==> config.mk <==
export PLATFORM = sky130hd
export DESIGN_NAME = pixel_to_pos
export DESIGN_NICKNAME = d
export VERILOG_FILES = /design/src/rtl/board_pkg.sv /design/src/rtl/axis_bin.sv /design/src/rtl/pixel_to_pos.sv
export SDC_FILE = /design/constraint.sdc
export NUM_CORES = 1
export LEC_CHECK = 0
export CORE_UTILIZATION = 55
export CTS_BUF_LIST = sky130_fd_sc_hd__clkbuf_8 sky130_fd_sc_hd__clkbuf_16
export DETAILED_ROUTE_END_ITERATION = 10
export PLACE_DENSITY = 0.8
export SLEW_MARGIN = 30
export SYNTH_ARGS = -nofsm -noshare
export SYNTH_HDL_FRONTEND = slang
export SYNTH_HIERARCHICAL = 1
export SYNTH_SLANG_ARGS = --single-unit
==> constraint.sdc <==
create_clock -name clk -period 3 [get_ports clk]
set_input_delay 0.3 -clock clk [delete_from_list [all_inputs] [get_ports clk]]
set_output_delay 0.3 -clock clk [all_outputs]
set_load 0.005 [all_outputs]
==> src/rtl/board_pkg.sv <==
// Board geometry shared by the renderer and the pixel-to-cell mapper.
// Boundaries sit midway between the renderer's cell centres.
package board_pkg;

    typedef logic [3:0] board_pos_t;

    localparam board_pos_t POS_NONE    = 4'hF;
    localparam board_pos_t BOARD_CELLS = 4'd9;

    // Cell centres are x 200/425/650 and y 75/230/400.
    localparam logic [9:0] GRID_X_MIN = 10'd100;
    localparam logic [9:0] GRID_X_B1  = 10'd312;
    localparam logic [9:0] GRID_X_B2  = 10'd537;
    localparam logic [9:0] GRID_X_MAX = 10'd760;
    localparam logic [9:0] GRID_Y_B1  = 10'd152;
    localparam logic [9:0] GRID_Y_B2  = 10'd315;
    localparam logic [9:0] GRID_Y_MAX = 10'd480;

    function automatic board_pos_t cell_index(input logic [1:0] row, input logic [1:0] col);
        return ({2'b00, row} * 4'd3) + {2'b00, col};
    endfunction

    function automatic logic pos_selectable(input board_pos_t p);
        return p < BOARD_CELLS;
    endfunction

endpackage

==> src/rtl/axis_bin.sv <==
// Single-axis binning: maps a coordinate to bin 0..2 and that bin's origin.
// Coordinates below ORG0 still land in bin 0; the caller qualifies the range.
module axis_bin #(
    parameter logic [9:0] ORG0 = 10'd0,
    parameter logic [9:0] B1   = 10'd1,
    parameter logic [9:0] B2   = 10'd2
) (
    input  logic [9:0] coord,
    output logic [1:0] idx,
    output logic [9:0] origin
);

    always_comb begin
        // NOTE: defaults first so every path assigns every output; no latch inferred.
        idx    = 2'd2;
        origin = B2;
        if (coord < B1) begin
            idx    = 2'd0;
            origin = ORG0;
        end else if (coord < B2) begin
            idx    = 2'd1;
            origin = B1;
        end
    end

endmodule

==> src/rtl/pixel_to_pos.sv <==
// Maps the visible VGA scan coordinate to a 3x3 board cell, the in-cell offset
// and a selected-cell flag. Two register stages, one pixel per clock.
module pixel_to_pos
    import board_pkg::*;
#(
    parameter logic [9:0] X_MIN = GRID_X_MIN,
    parameter logic [9:0] X_B1  = GRID_X_B1,
    parameter logic [9:0] X_B2  = GRID_X_B2,
    parameter logic [9:0] X_MAX = GRID_X_MAX,
    parameter logic [9:0] Y_B1  = GRID_Y_B1,
    parameter logic [9:0] Y_B2  = GRID_Y_B2,
    parameter logic [9:0] Y_MAX = GRID_Y_MAX
) (
    input  logic       clk,
    input  logic       rst,
    input  logic       in_valid,
    input  logic [9:0] pixx,
    input  logic [9:0] pixy,
    input  logic [3:0] sel_pos,
    output logic       out_valid,
    output logic [3:0] pos,
    output logic       in_grid,
    output logic [9:0] dx,
    output logic [9:0] dy,
    output logic       is_sel
);

    logic [1:0] x_idx, y_idx;
    logic [9:0] x_org, y_org;

    axis_bin #(.ORG0(X_MIN), .B1(X_B1), .B2(X_B2)) u_x_bin (
        .coord  (pixx),
        .idx    (x_idx),
        .origin (x_org)
    );

    axis_bin #(.ORG0(10'd0), .B1(Y_B1), .B2(Y_B2)) u_y_bin (
        .coord  (pixy),
        .idx    (y_idx),
        .origin (y_org)
    );

    // Stage 1: binning results plus the raw coordinate and cursor.
    logic       v1_d, v1_q;
    logic [1:0] col_d, col_q, row_d, row_q;
    logic       inside_d, inside_q;
    logic [9:0] pixx_d, pixx_q, pixy_d, pixy_q;
    logic [9:0] xorg_d, xorg_q, yorg_d, yorg_q;
    board_pos_t sel_d, sel_q;

    always_comb begin
        v1_d     = in_valid;
        col_d    = col_q;
        row_d    = row_q;
        inside_d = inside_q;
        pixx_d   = pixx_q;
        pixy_d   = pixy_q;
        xorg_d   = xorg_q;
        yorg_d   = yorg_q;
        sel_d    = sel_q;
        if (in_valid) begin
            col_d    = x_idx;
            row_d    = y_idx;
            inside_d = (pixx >= X_MIN) && (pixx < X_MAX) && (pixy < Y_MAX);
            pixx_d   = pixx;
            pixy_d   = pixy;
            xorg_d   = x_org;
            yorg_d   = y_org;
            sel_d    = sel_pos;
        end
    end

    // Stage 2: cell index and offsets; subtraction only when inside, so no wrap.
    logic       v2_d, v2_q;
    board_pos_t pos_d, pos_q;
    logic       in_grid_d, in_grid_q;
    logic [9:0] dx_d, dx_q, dy_d, dy_q;
    logic       is_sel_d, is_sel_q;

    always_comb begin
        v2_d      = v1_q;
        pos_d     = pos_q;
        in_grid_d = in_grid_q;
        dx_d      = dx_q;
        dy_d      = dy_q;
        is_sel_d  = is_sel_q;
        if (v1_q) begin
            in_grid_d = inside_q;
            if (inside_q) begin
                pos_d    = cell_index(row_q, col_q);
                dx_d     = pixx_q - xorg_q;
                dy_d     = pixy_q - yorg_q;
                is_sel_d = pos_selectable(sel_q) && (pos_d == sel_q);
            end else begin
                pos_d    = POS_NONE;
                dx_d     = 10'd0;
                dy_d     = 10'd0;
                is_sel_d = 1'b0;
            end
        end
    end

    always_ff @(posedge clk) begin
        if (rst) begin
            // NOTE: data registers are cleared too, so outputs show defined values out of reset.
            v1_q      <= 1'b0;
            col_q     <= 2'd0;
            row_q     <= 2'd0;
            inside_q  <= 1'b0;
            pixx_q    <= 10'd0;
            pixy_q    <= 10'd0;
            xorg_q    <= 10'd0;
            yorg_q    <= 10'd0;
            sel_q     <= POS_NONE;
            v2_q      <= 1'b0;
            pos_q     <= POS_NONE;
            in_grid_q <= 1'b0;
            dx_q      <= 10'd0;
            dy_q      <= 10'd0;
            is_sel_q  <= 1'b0;
        end else begin
            // NOTE: non-blocking so stage 2 sees stage 1's previous value, not this cycle's.
            v1_q      <= v1_d;
            col_q     <= col_d;
            row_q     <= row_d;
            inside_q  <= inside_d;
            pixx_q    <= pixx_d;
            pixy_q    <= pixy_d;
            xorg_q    <= xorg_d;
            yorg_q    <= yorg_d;
            sel_q     <= sel_d;
            v2_q      <= v2_d;
            pos_q     <= pos_d;
            in_grid_q <= in_grid_d;
            dx_q      <= dx_d;
            dy_q      <= dy_d;
            is_sel_q  <= is_sel_d;
        end
    end

    assign out_valid = v2_q;
    assign pos       = pos_q;
    assign in_grid   = in_grid_q;
    assign dx        = dx_q;
    assign dy        = dy_q;
    assign is_sel    = is_sel_q;

endmodule

Word level (Yosys, flattened, before mapping) --
Cells that the tools add are included.
Storage, ports and cells: register bits 77, latch bits 0, RAM bits 0, ROM bits 0, input bits 27, output and inout port bits 27, word-level logic and storage cells 43, memories kept 0
Cells by class: add/sub/neg operators 3, $mul 1, divide/modulo/power cells 0, order comparisons 8, equal/unequal tests 1, shift operators 0, mux-type cells 12, bitwise operators 0, reductions and logical operators 3
Operator list (count):
- 10-bit two-way mux | 5
- 10-bit by 9-bit less-than comparator with 1-bit output (second input constant) | 3
- 10-bit less-than comparator (second input constant) | 2
- 10-bit subtractor | 2
- 10-bit by 7-bit greater-or-equal comparator with 1-bit output (second input constant) | 1
- 10-bit by 8-bit less-than comparator with 1-bit output (second input constant) | 1
- 9-bit two-way mux | 1
- 2-bit two-way mux | 4
- 4-bit by 2-bit adder with 4-bit output | 1
- 4-bit == test | 1
- 4-bit less-than comparator (second input constant) | 1
- 2-bit by 2-bit multiplier with 4-bit output (second input constant) | 1
- 4-bit two-way mux | 1
- 1-bit logical AND | 3
- 1-bit two-way mux | 1

Logic depth before layout (Yosys ltp) --
depth after elaboration 5, mapped depth 8, gate-level depth less buffers 8

By module --
Netlist, hierarchy kept.
Modules (own cells, without submodules):
- pixel_to_pos | instances 1, cells each 413, area an instance 3684.8 µm², seq. area each 1541.5 µm²
- axis_bin at u_y_bin | instances 1, cells each 20, area an instance 135.1 µm², seq. area each 0.0 µm²
- axis_bin at u_x_bin | instances 1, cells each 19, area an instance 127.6 µm², seq. area each 0.0 µm²

Worst setup path after synthesis --
Ideal clock, no wire load.
kind flip-flop to flip-flop, start reg col_q[1], end reg is_sel_q (netlist: is_sel), setup time 70 ps, arrival 2075 ps, required time 2930 ps, slack 854 ps, cell stages (with the launch flop) 9, path buffers 0, clock period less this slack 2146 ps, cells stage by stage dfxtp_1 fa_1 ha_1 inv_1 fa_1 xor2_1 o2111a_1 o221ai_1 a21oi_1
On the way: longest elaborated chain between the ends 4
Ends and longest elaborated chain:
- start: declaration | line pixel_to_pos.sv:45 | logic [1:0] col_d, col_q, row_d, row_q;
- start signal: assignment | line pixel_to_pos.sv:124 | col_q <= col_d;
- 4-bit by 2-bit adder with 4-bit output | line board_pkg.sv:20 | return ({2'b00, row} * 4'd3) + {2'b00, col};
- 4-bit == test | line pixel_to_pos.sv:93 | is_sel_d = pos_selectable(sel_q) && (pos_d == sel_q);
- 1-bit logical AND | line pixel_to_pos.sv:93
- 1-bit two-way mux | line pixel_to_pos.sv:89 | if (inside_q) begin
- end signal: assignment | line pixel_to_pos.sv:137 | is_sel_q <= is_sel_d;
- end: declaration | line pixel_to_pos.sv:78 | logic is_sel_d, is_sel_q;
Every way passes these cells. A chain may end at the register's enable or synchronous reset.

Worst setup path after layout --
start reg row_q[0], end reg is_sel_q (netlist: is_sel)
On the way: longest elaborated chain between the ends 5
Ends and longest elaborated chain:
- start: declaration | line pixel_to_pos.sv:45
- start signal: assignment | line pixel_to_pos.sv:125 | row_q <= row_d;
- 2-bit by 2-bit multiplier with 4-bit output | line board_pkg.sv:20
- 4-bit by 2-bit adder with 4-bit output | line board_pkg.sv:20
- 4-bit == test | line pixel_to_pos.sv:93
- 1-bit logical AND | line pixel_to_pos.sv:93
- 1-bit two-way mux | line pixel_to_pos.sv:89
Every way passes these cells.

==> reports/summary.txt <==
status: completed
final setup fails: 0
number of max-cap violations: 0
vias per std cell: 5.41
hold path depth: 2
Worst path slowest cell: fa_1
RSZ-0062 raised after global routing: false
share of power burned in registers: 49.2%
layout cell share with drive strength beyond 1: 4.87%
CP arrival: 2.57 ns
Leak: 1.95 nW
EDFF count, synth: 0
fin worst setup slack: 0.710 ns
CTS buffer count: 9
synth warn: 6
Netlist cell types: 48
crit-path max FO: 3
cell chain of the critical path: fa_1, ha_1, inv_1, fa_1, xor2_1, o2111a_1, o221ai_1, a21oi_1
port bufs: 53
Design Power: 2.23 mW
Vias: 3189
Worst-path clk slew: 0.07 ns
first-pass GRT wire length: 13900 um
Synth async-reset ratio: 0%
Layout Area Growth over Synthesis: 16.7%
Final nets: 540
buffer and inverter count on the worst path: 1
Antenna Nets Post-Route: 0
Clock Path Buffers: 2
max_slew headroom: 45.0%
most frequent cells in the layout: 83 x nor2_1, 77 x dfxtp_1, 51 x clkdlybuf4s50_1
combinational fraction of design power: 19.0%
die area: 7520 sq um
Hold EP: pixy_q[5]$_SDFFE_PP0P_
Crit. End Element: register
Storage cell area: 1540 sq um
clock skew: 0.00804 ns
utilization after layout: 67.1%
number of antenna violations at the first check in global routing: 0
final setup TNS: 0 ns
post-CTS sizing: 0
Tmin final: 2.29 ns
Die X: 86.7 um
initial DRC count: 128
Initial Util: 57.5%
FF-to-FF setup slack: 0.71 ns
Post-route DRC: 0
hold crit path type: in -> reg
IO Pins: 54
row count: 30
VDD IR max: 0.267 mV
routability cong.: 0.837
most common cell after layout, fill and taps aside: nor2_1
wirelength, routed: 8480 um
Seq cells post-synth: 77
Fill cells: 566
Final Hold Fails: 0
Core ar.: 6870 sq um
Power Dens Cells: 485 nW/um^2
Wirelength per Cell: 14.4 um
clock network fraction of design power: 31.8%
Post-Syn Area: 3950 sq um
CP required: 3.28 ns
FMAX: 0.437 GHz
TritonCTS clock tree: built
Hold Startpoint: rst
Root Buffer: clkbuf_8
reg2reg start: row_q[0]$_SDFFE_PP0P_
Max stage delay on crit path: 0.54 ns
first-pass iteration count of the detailed router: 4
Post-CTS Repair Setup Buffers: 0
depth of the worst register-to-register path: 8
Hold Buf Count CTS: 0
Slew @ Worst Pin: 0.825 ns
syn_area_per_cell: 8.73 sq um
most frequent CP cell: fa_1
Setup CP Type: reg -> reg
synthesized instance count: 452
Multi-input gate area: 2110 sq um
total gr overflow: 0
area post-placement: 4430 sq um
design area: 4610 sq um
Final period util: 76.3%
post-synthesis sequential area ratio: 39.0%
largest net degree at the start of global routing: 48
sw frac: 27.7%
hpwl dp: 6060 um
crit path launch type: register
post-place setup slack: 0.712 ns
H-Tree Depth: 3
clock sink total: 77
n_diodes: 0
end of the worst register-to-register path: is_sel$_SDFFE_PP0P_
ys flop type: dfxtp_1
internal power: 1.61 mW
crit-path leading delay family: adder cells
Die Span Y: 86.7 um
Net Sw Power: 619 uW
worst skew pair latency: 0.34 ns
number of global-route vias before repair: 3081
max-slew violations: 0
Total GRT Usage: 23.9%
-- layout make-up --
cell class	instances	share of cell area (%)
inverters	30	2.44
multi-input cells	315	45.9
repair buffers	56	11.8
clock inverters	3	0.272
clock buffers	12	3.58
flip-flops and latches	77	33.5
well taps	96	2.61
-- sequential cells by signal (all words and copies together) (netlist names), 2 cells and up --
register	flops
dy	10
row_q	2
xorg_q	10
dx	10
pos	4
pixx_q	10
pixy_q	10
col_q	2
sel_q	4
yorg_q	10
-- Yosys cell counts, types with 4 or more instances --
| library cell | count | area share [%] |
|---|---|---|
| nor2_1 | 83 | 7.9 |
| dfxtp_1 | 77 | 39 |
| mux2i_1 | 49 | 12 |
| nand2_1 | 30 | 2.9 |
| inv_1 | 29 | 2.8 |
| a21oi_1 | 22 | 2.8 |
| o21ai_0 | 22 | 2.8 |
| ha_1 | 20 | 6.3 |
| buf_4 | 16 | 3.0 |
| clkbuf_1 | 11 | 1.0 |
| a211oi_1 | 6 | 1.1 |
| buf_2 | 6 | 0.76 |
| o21a_1 | 6 | 1.1 |
| xor2_1 | 6 | 1.3 |
| nand2b_1 | 5 | 0.79 |
| a32o_1 | 4 | 1.0 |
| fa_1 | 4 | 2.0 |
| nand3b_1 | 4 | 0.76 |
| or3_1 | 4 | 0.63 |
-- routing by layer --
metal	up-vias	GRT usage (%)	part of all wire (%)
li1	1608	-	-
met1	1494	31.0	47
met2	78	39.2	45
met3	9	4.76	6.4
met4	0	9.24	1.4
met5	-	0	0
-- how the worst max path moves through the flow --
stage,cells past startpoint,slack (ns),end,startpoint
after floorplan,8,0.85,is_sel$_SDFFE_PP0P_,col_q[1]$_SDFFE_PP0P_
after global placement,8,0.82,is_sel$_SDFFE_PP0P_,col_q[1]$_SDFFE_PP0P_
after detailed placement,8,0.71,is_sel$_SDFFE_PP0P_,col_q[1]$_SDFFE_PP0P_
after CTS,8,0.70,is_sel$_SDFFE_PP0P_,row_q[0]$_SDFFE_PP0P_
after global routing,8,0.58,is_sel$_SDFFE_PP0P_,col_q[1]$_SDFFE_PP0P_
final,8,0.71,is_sel$_SDFFE_PP0P_,row_q[0]$_SDFFE_PP0P_
-- through the flow --
step | hold slack [ns] | std cells
floorplan | 0.428 | 455
global placement | 0.436 | 574
detailed placement | 0.445 | 574
CTS | 0.343 | 589
global route | 0.360 | 589
finish | 0.338 | 589
-- power by group through the flow --
stage	Sequential (mW)	Combinational [mW]	Clock [mW]
floorplan	1.11	0.313	0
global placement	1.12	0.402	0
detailed placement	1.12	0.415	0
CTS	1.10	0.422	0.716
global route	1.10	0.473	0.769
finish	1.10	0.425	0.711
-- logic make-up (layout without fill, tap and decap cells) --
family,after synthesis,count (layout),synth area share [%]
simple gates,141,141,15.8
compound gates,88,88,14.7
flops,77,77,39.0
buf+inv,63,101,7.70
mux,49,49,12.4
fa+ha+maj,24,24,8.37
xor+xnor,8,8,1.78
other cells,2,5,0.190
(Power assumes the default switching activity.)
==> patch 1 (config.mk and constraints unchanged) <==
Reset style: asynchronous (`rst`), changed in one clocked block.
--- a/src/rtl/pixel_to_pos.sv
+++ b/src/rtl/pixel_to_pos.sv
@@ -101,5 +101,5 @@
     end
 
-    always_ff @(posedge clk) begin
+    always_ff @(posedge clk or posedge rst) begin
         if (rst) begin
             // NOTE: data registers are cleared too, so outputs show defined values out of reset.
Formal check against the unedited RTL: differs if rst is asserted again (counterexample within 4 cycles, from zero or initial values and one cycle with rst high); with rst held inactive, the same outputs for 10 cycles.
==> patch 1 against the original RTL <==
- synthesized cell count is 9.7% lower
- combinational power increased by 67%
- critical path depth is the same
- setup slack worse by 180 ps
- area after synthesis grew 5.1%
- wire length barely moved
- critical path type unchanged
- worst hold slack gained 4.3 ps
- largest cell class is now sequential cells
- sequential cell count stayed put
- global-route usage is 0.12 points higher
- non-clock buffer count is the same
- clock skew rose by 2.3 ps
- largest power group unchanged
- cell area up 5.6%
- power increased by 21%
==> patch 1: results (changes against the original RTL) <==
* Post-synthesis adder-cell area fraction at 7.96% (was 8.37%)
* CTS clk-pin slew, worst paths at 80 ps
* CTS Buf Count at 9 (unchanged)
* Slowest stage delay, CP at 560 ps (was 540 ps)
* NumNets Final at 499 (was 540)
* Sequential share of the synthesized area at 46.7% (was 39.0%)
* Largest net degree at the start of global routing at 78 (was 48)
* Post-synthesis mux area share at 8.36% (was 12.4%)
* # diodes at 0 (unchanged)
* Vias in the first global route at 2894 (was 3081)
* Outcome: completed (unchanged)
* Slew Viols, Final at 0 (unchanged)
* Most instantiated cells after synthesis: dfrtp_1, inv_1, o21ai_0, nand2_1, mux2_2 (was nor2_1, dfxtp_1, mux2i_1, nand2_1, inv_1)
* Post-synthesis compound-gate area fraction at 16.5% (was 14.7%)
* Worst Hold Class: in -> async (was in -> reg)
* Yosys cell types at 56 (was 48)
* Total of warnings raised by yosys at 6 (unchanged)
* Via count at 3086 (was 3189)
* CP arrival at 2740 ps (was 2570 ps)
* Xor/xnor share of the synthesized area at 1.48% (was 1.77%)
* DRT iter0 DRCs at 134 (was 128)
* Clock Latency Late Sink at 360 ps (was 340 ps)
* Max rail drop VDD at 0.336 mV (was 0.267 mV)
* Top-count cell post-synth: dfrtp_1 (was nor2_1)
* Drt pass-1 iters at 5 (was 4)
* Setup violators final at 0 (unchanged)
* Highest-delay cell along the critical path: fa_1 (unchanged)
* Ys async rst share at 100% (was 0%)
* GRT Overall Usage at 24.0% (was 23.9%)
* H-Tree Depth at 3 (unchanged)
* CTS root buffer: clkbuf_8 (unchanged)
* First-pass GRT wire length at 14100 um (was 13900 um)
* RD Place Congestion at 0.828 (was 0.837)
* Quantity of I/O buffers inserted on ports at 53 (unchanged)
* Post-Route Skew at 10.4 ps (was 8.04 ps)
* Synth area leaders: dfrtp_1, mux2_2, ha_1 (was dfxtp_1, mux2i_1, nor2_1)
* Share of post-route cells with drive strength above 1 at 13.9% (was 4.87%)
* Post-CTS Setup Inserts at 0 (unchanged)
* Post-cts sizing count at 0 (unchanged)
* Least-Margin Pin Slew at 658 ps (was 825 ps)
* Total routed wirelength at 8490 um (was 8480 um)
* Crit path max fanout at 3 (unchanged)
* Clock buffer depth at 2 (unchanged)
* Initial antenna violation count at 0 (unchanged)
* P_leak at 2.18 nW (was 1.95 nW)
* Register-to-Register Path Depth at 8 (unchanged)
* Dpl hpwl at 5950 um (was 6060 um)
-- patch 1: changes by cell type after synthesis, moves of 10 or more --
cell     unedited run  this run
mux2i_1            49         2
mux2_2              0        29
nor2_1             83        17
dfrtp_1             0        69
a21oi_1            22        12
dfxtp_1            77         0
o21ai_0            22        39
inv_1              29        41
-- patch 1: area by class of cell --
type                    count  area [um2]
well taps                  99         124
repair buffers             56         573
clock buffers              10         138
multi-input cells         262        1890
flip-flops and latches     77        1940
inverters                  42         158
fillers                   580        2380
clock inverters             6        50.0
-- patch 1: through the flow --
stage | worst slack [ps] | util [%] | std cells | instance area, um2
after floorplan | 747 | - | 411 | 4160
after global placement | 697 | 64.5 | 536 | 4680
after detailed placement | 559 | 64.5 | 536 | 4680
after CTS | 559 | 67.1 | 552 | 4870
after global routing | 425 | 67.1 | 552 | 4870
final | 530 | 67.1 | 552 | 4870
-- patch 1: path summary, 6_finish.rpt --
| kind | startpoint | to | slack (ps) |
|---|---|---|---|
| setup / recovery | col_q[1] | is_sel | 530 |
| hold / removal | rst | yorg_q[6] | 340 |
| setup reg to reg | col_q[1] | is_sel | 530 |
| hold reg to reg | pos[3] | pos[3] | 490 |
| max in group asynchronous | rst | pos[0] | 2290 |
| min in group clk | pos[3] | pos[3] | 490 |
-- patch 1: where the power goes --
| part | internal (mW) | total [mW] | switching [mW] |
|---|---|---|---|
| clock network | 0.394 | 0.766 | 0.372 |
| logic | 0.360 | 0.709 | 0.349 |
| registers | 1.16 | 1.23 | 0.0668 |
| total | 1.91 | 2.70 | 0.788 |
-- patch 1: kinds of logic (layout without fill, tap and decap cells) --
group,after synthesis,in the layout
mux,31,31
fa+ha+maj,24,24
buf+inv,72,114
other cells,2,5
xor+xnor,7,7
flops,77,77
compound gates,106,106
simple gates,89,89
-- patch 1: routing by layer --
metal	GRT usage, %	wire, um	vias to the layer above
li1	-	-	1487
met1	34.3	4030	1491
met3	5.41	438	14
met5	0	0	-
met2	36.4	3900	94
met4	7.77	117	0
-- patch 1: worst max-delay path, delay by kind of cell, from the launching register on --
| kind | cells | cell delay, ps |
|---|---|---|
| simple gates | 1 | 100 |
| fa+ha+maj | 3 | 1200 |
| xor+xnor | 1 | 160 |
| compound gates | 2 | 490 |
| flops | 1 | 410 |
| buf+inv | 1 | 50 |
==> patch 2 (same flow settings) <==
Without the edit above. Change the package constant `GRID_X_MAX` from 10'd760 to 10'd380.
--- a/src/rtl/board_pkg.sv
+++ b/src/rtl/board_pkg.sv
@@ -12,5 +12,5 @@
     localparam logic [9:0] GRID_X_B1  = 10'd312;
     localparam logic [9:0] GRID_X_B2  = 10'd537;
-    localparam logic [9:0] GRID_X_MAX = 10'd760;
+    localparam logic [9:0] GRID_X_MAX = 10'd380;
     localparam logic [9:0] GRID_Y_B1  = 10'd152;
     localparam logic [9:0] GRID_Y_B2  = 10'd315;
Function: changed (Yosys sat finds a counterexample within 4 cycles, from zero or initial values and one cycle with rst high).
==> patch 2 against the original RTL <==
- non-clock buffer count shrank 1
- die area is the same
- count of clock-buffer cells in the layout shrank 1
- cell area grew 1.1%
- area after synthesis is the same
- power grew 7.3%
- sequential cell count is the same
- setup slack lost 74 ps
- wire length grew 1.4%
- critical path type unchanged
- largest cell class unchanged
- largest power group unchanged
==> patch 2: results (changes against the original RTL) <==
* CP arrival at 2640 ps (was 2570 ps)
* Clock Latency Late Sink at 360 ps (was 340 ps)
* GRT Overall Usage at 24.6% (was 23.9%)
* Total routed wirelength at 8600 um (was 8480 um)
* Fill count at 575 (was 566)
* Least-Margin Pin Slew at 745 ps (was 825 ps)
* Xor/xnor share of the synthesized area at 1.77% (unchanged)
* Met3 wire len at 378 um (was 545 um)
* RD Place Congestion at 0.821 (was 0.837)
* Largest net degree at the start of global routing at 63 (was 48)
* Most instantiated cells after synthesis: nor2_1, dfxtp_1, mux2i_1, inv_1, nand2_1 (was nor2_1, dfxtp_1, mux2i_1, nand2_1, inv_1)
* Post-synthesis compound-gate area fraction at 14.5% (was 14.7%)
* Drt pass-1 iters at 5 (was 4)
* Via count at 3210 (was 3189)
* Dpl hpwl at 5960 um (was 6060 um)
* Share of post-route cells with drive strength above 1 at 5.06% (was 4.87%)
* DRT iter0 DRCs at 192 (was 128)
* Number of cells produced by synthesis at 453 (was 452)
* Highest metal used: met4 (unchanged)
* Vias in the first global route at 3028 (was 3081)
* WL per Instance at 14.6 um (was 14.4 um)
* Yosys cell types at 49 (was 48)
* First-pass GRT wire length at 14200 um (was 13900 um)
* Met2 Wirelength at 3860 um (about the same)
* M1 wire length at 4220 um (was 3970 um)
* Outcome: completed (unchanged)
* Place WS at 719 ps (was 712 ps)
[patch 2: metal layers]
metal / up-vias / global-route usage, %
met5: - / 0
met4: 0 / 9.55
met3: 12 / 5.33
met2: 101 / 39.0
met1: 1491 / 32.9
li1: 1606 / -
[patch 2: cell type report]
class / count / share of cell area, %
multi-input combinational: 315 / 45.3
sequential: 77 / 33.1
timing repair buffer: 55 / 11.8
clock buffer: 11 / 3.25
tap: 96 / 2.58
inverter: 31 / 2.50
clock inverter: 5 / 1.58
[patch 2: kinds of logic (layout without fill, tap and decap cells)]
logic type                 count (synthesis)  in the layout
AOI/OAI and AO/OA                         87             87
xor gates and xnor gates                   8              8
adders and majority gates                 24             24
buffers and inverters                     64            102
DFF                                       77             77
muxes                                     49             49
other                                      2              5
and+or+nand+nor                          142            142
[patch 2: report_power, final]
group	total, mW	leakage, nW	switching [mW]	internal (mW)
clock	0.886	0.121	0.378	0.508
sequential	1.09	0.631	0.0295	1.06
combinational	0.416	1.22	0.231	0.185
[patch 2: metrics by stage]
stage / area, um2 / power [mW]
3_3_place_gp: 4440 / 1.51
6_report: 4660 / 2.40
5_1_grt: 4660 / 2.51
3_5_place_dp: 4440 / 1.52
4_1_cts: 4660 / 2.41
2_1_floorplan: 3960 / 1.42
[patch 2: critical path, cell delays in order, from the launching register on]
cell,delay (ps)
dfxtp_1,330
fa_1,540
ha_1,140
inv_1,60
fa_1,530
xor2_1,180
o2111a_1,210
o221ai_1,150
a21oi_1,150
[patch 2: worst paths after layout]
check | startpoint | end | slack, ps | cells after the start
worst max-delay path | col_q[1] | is_sel | 640 | 8
worst min-delay path | rst | dy[7] | 410 | 4
worst max register to register | col_q[1] | is_sel | 640 | 8
worst min register to register | dy[7] | dy[7] | 460 | 2
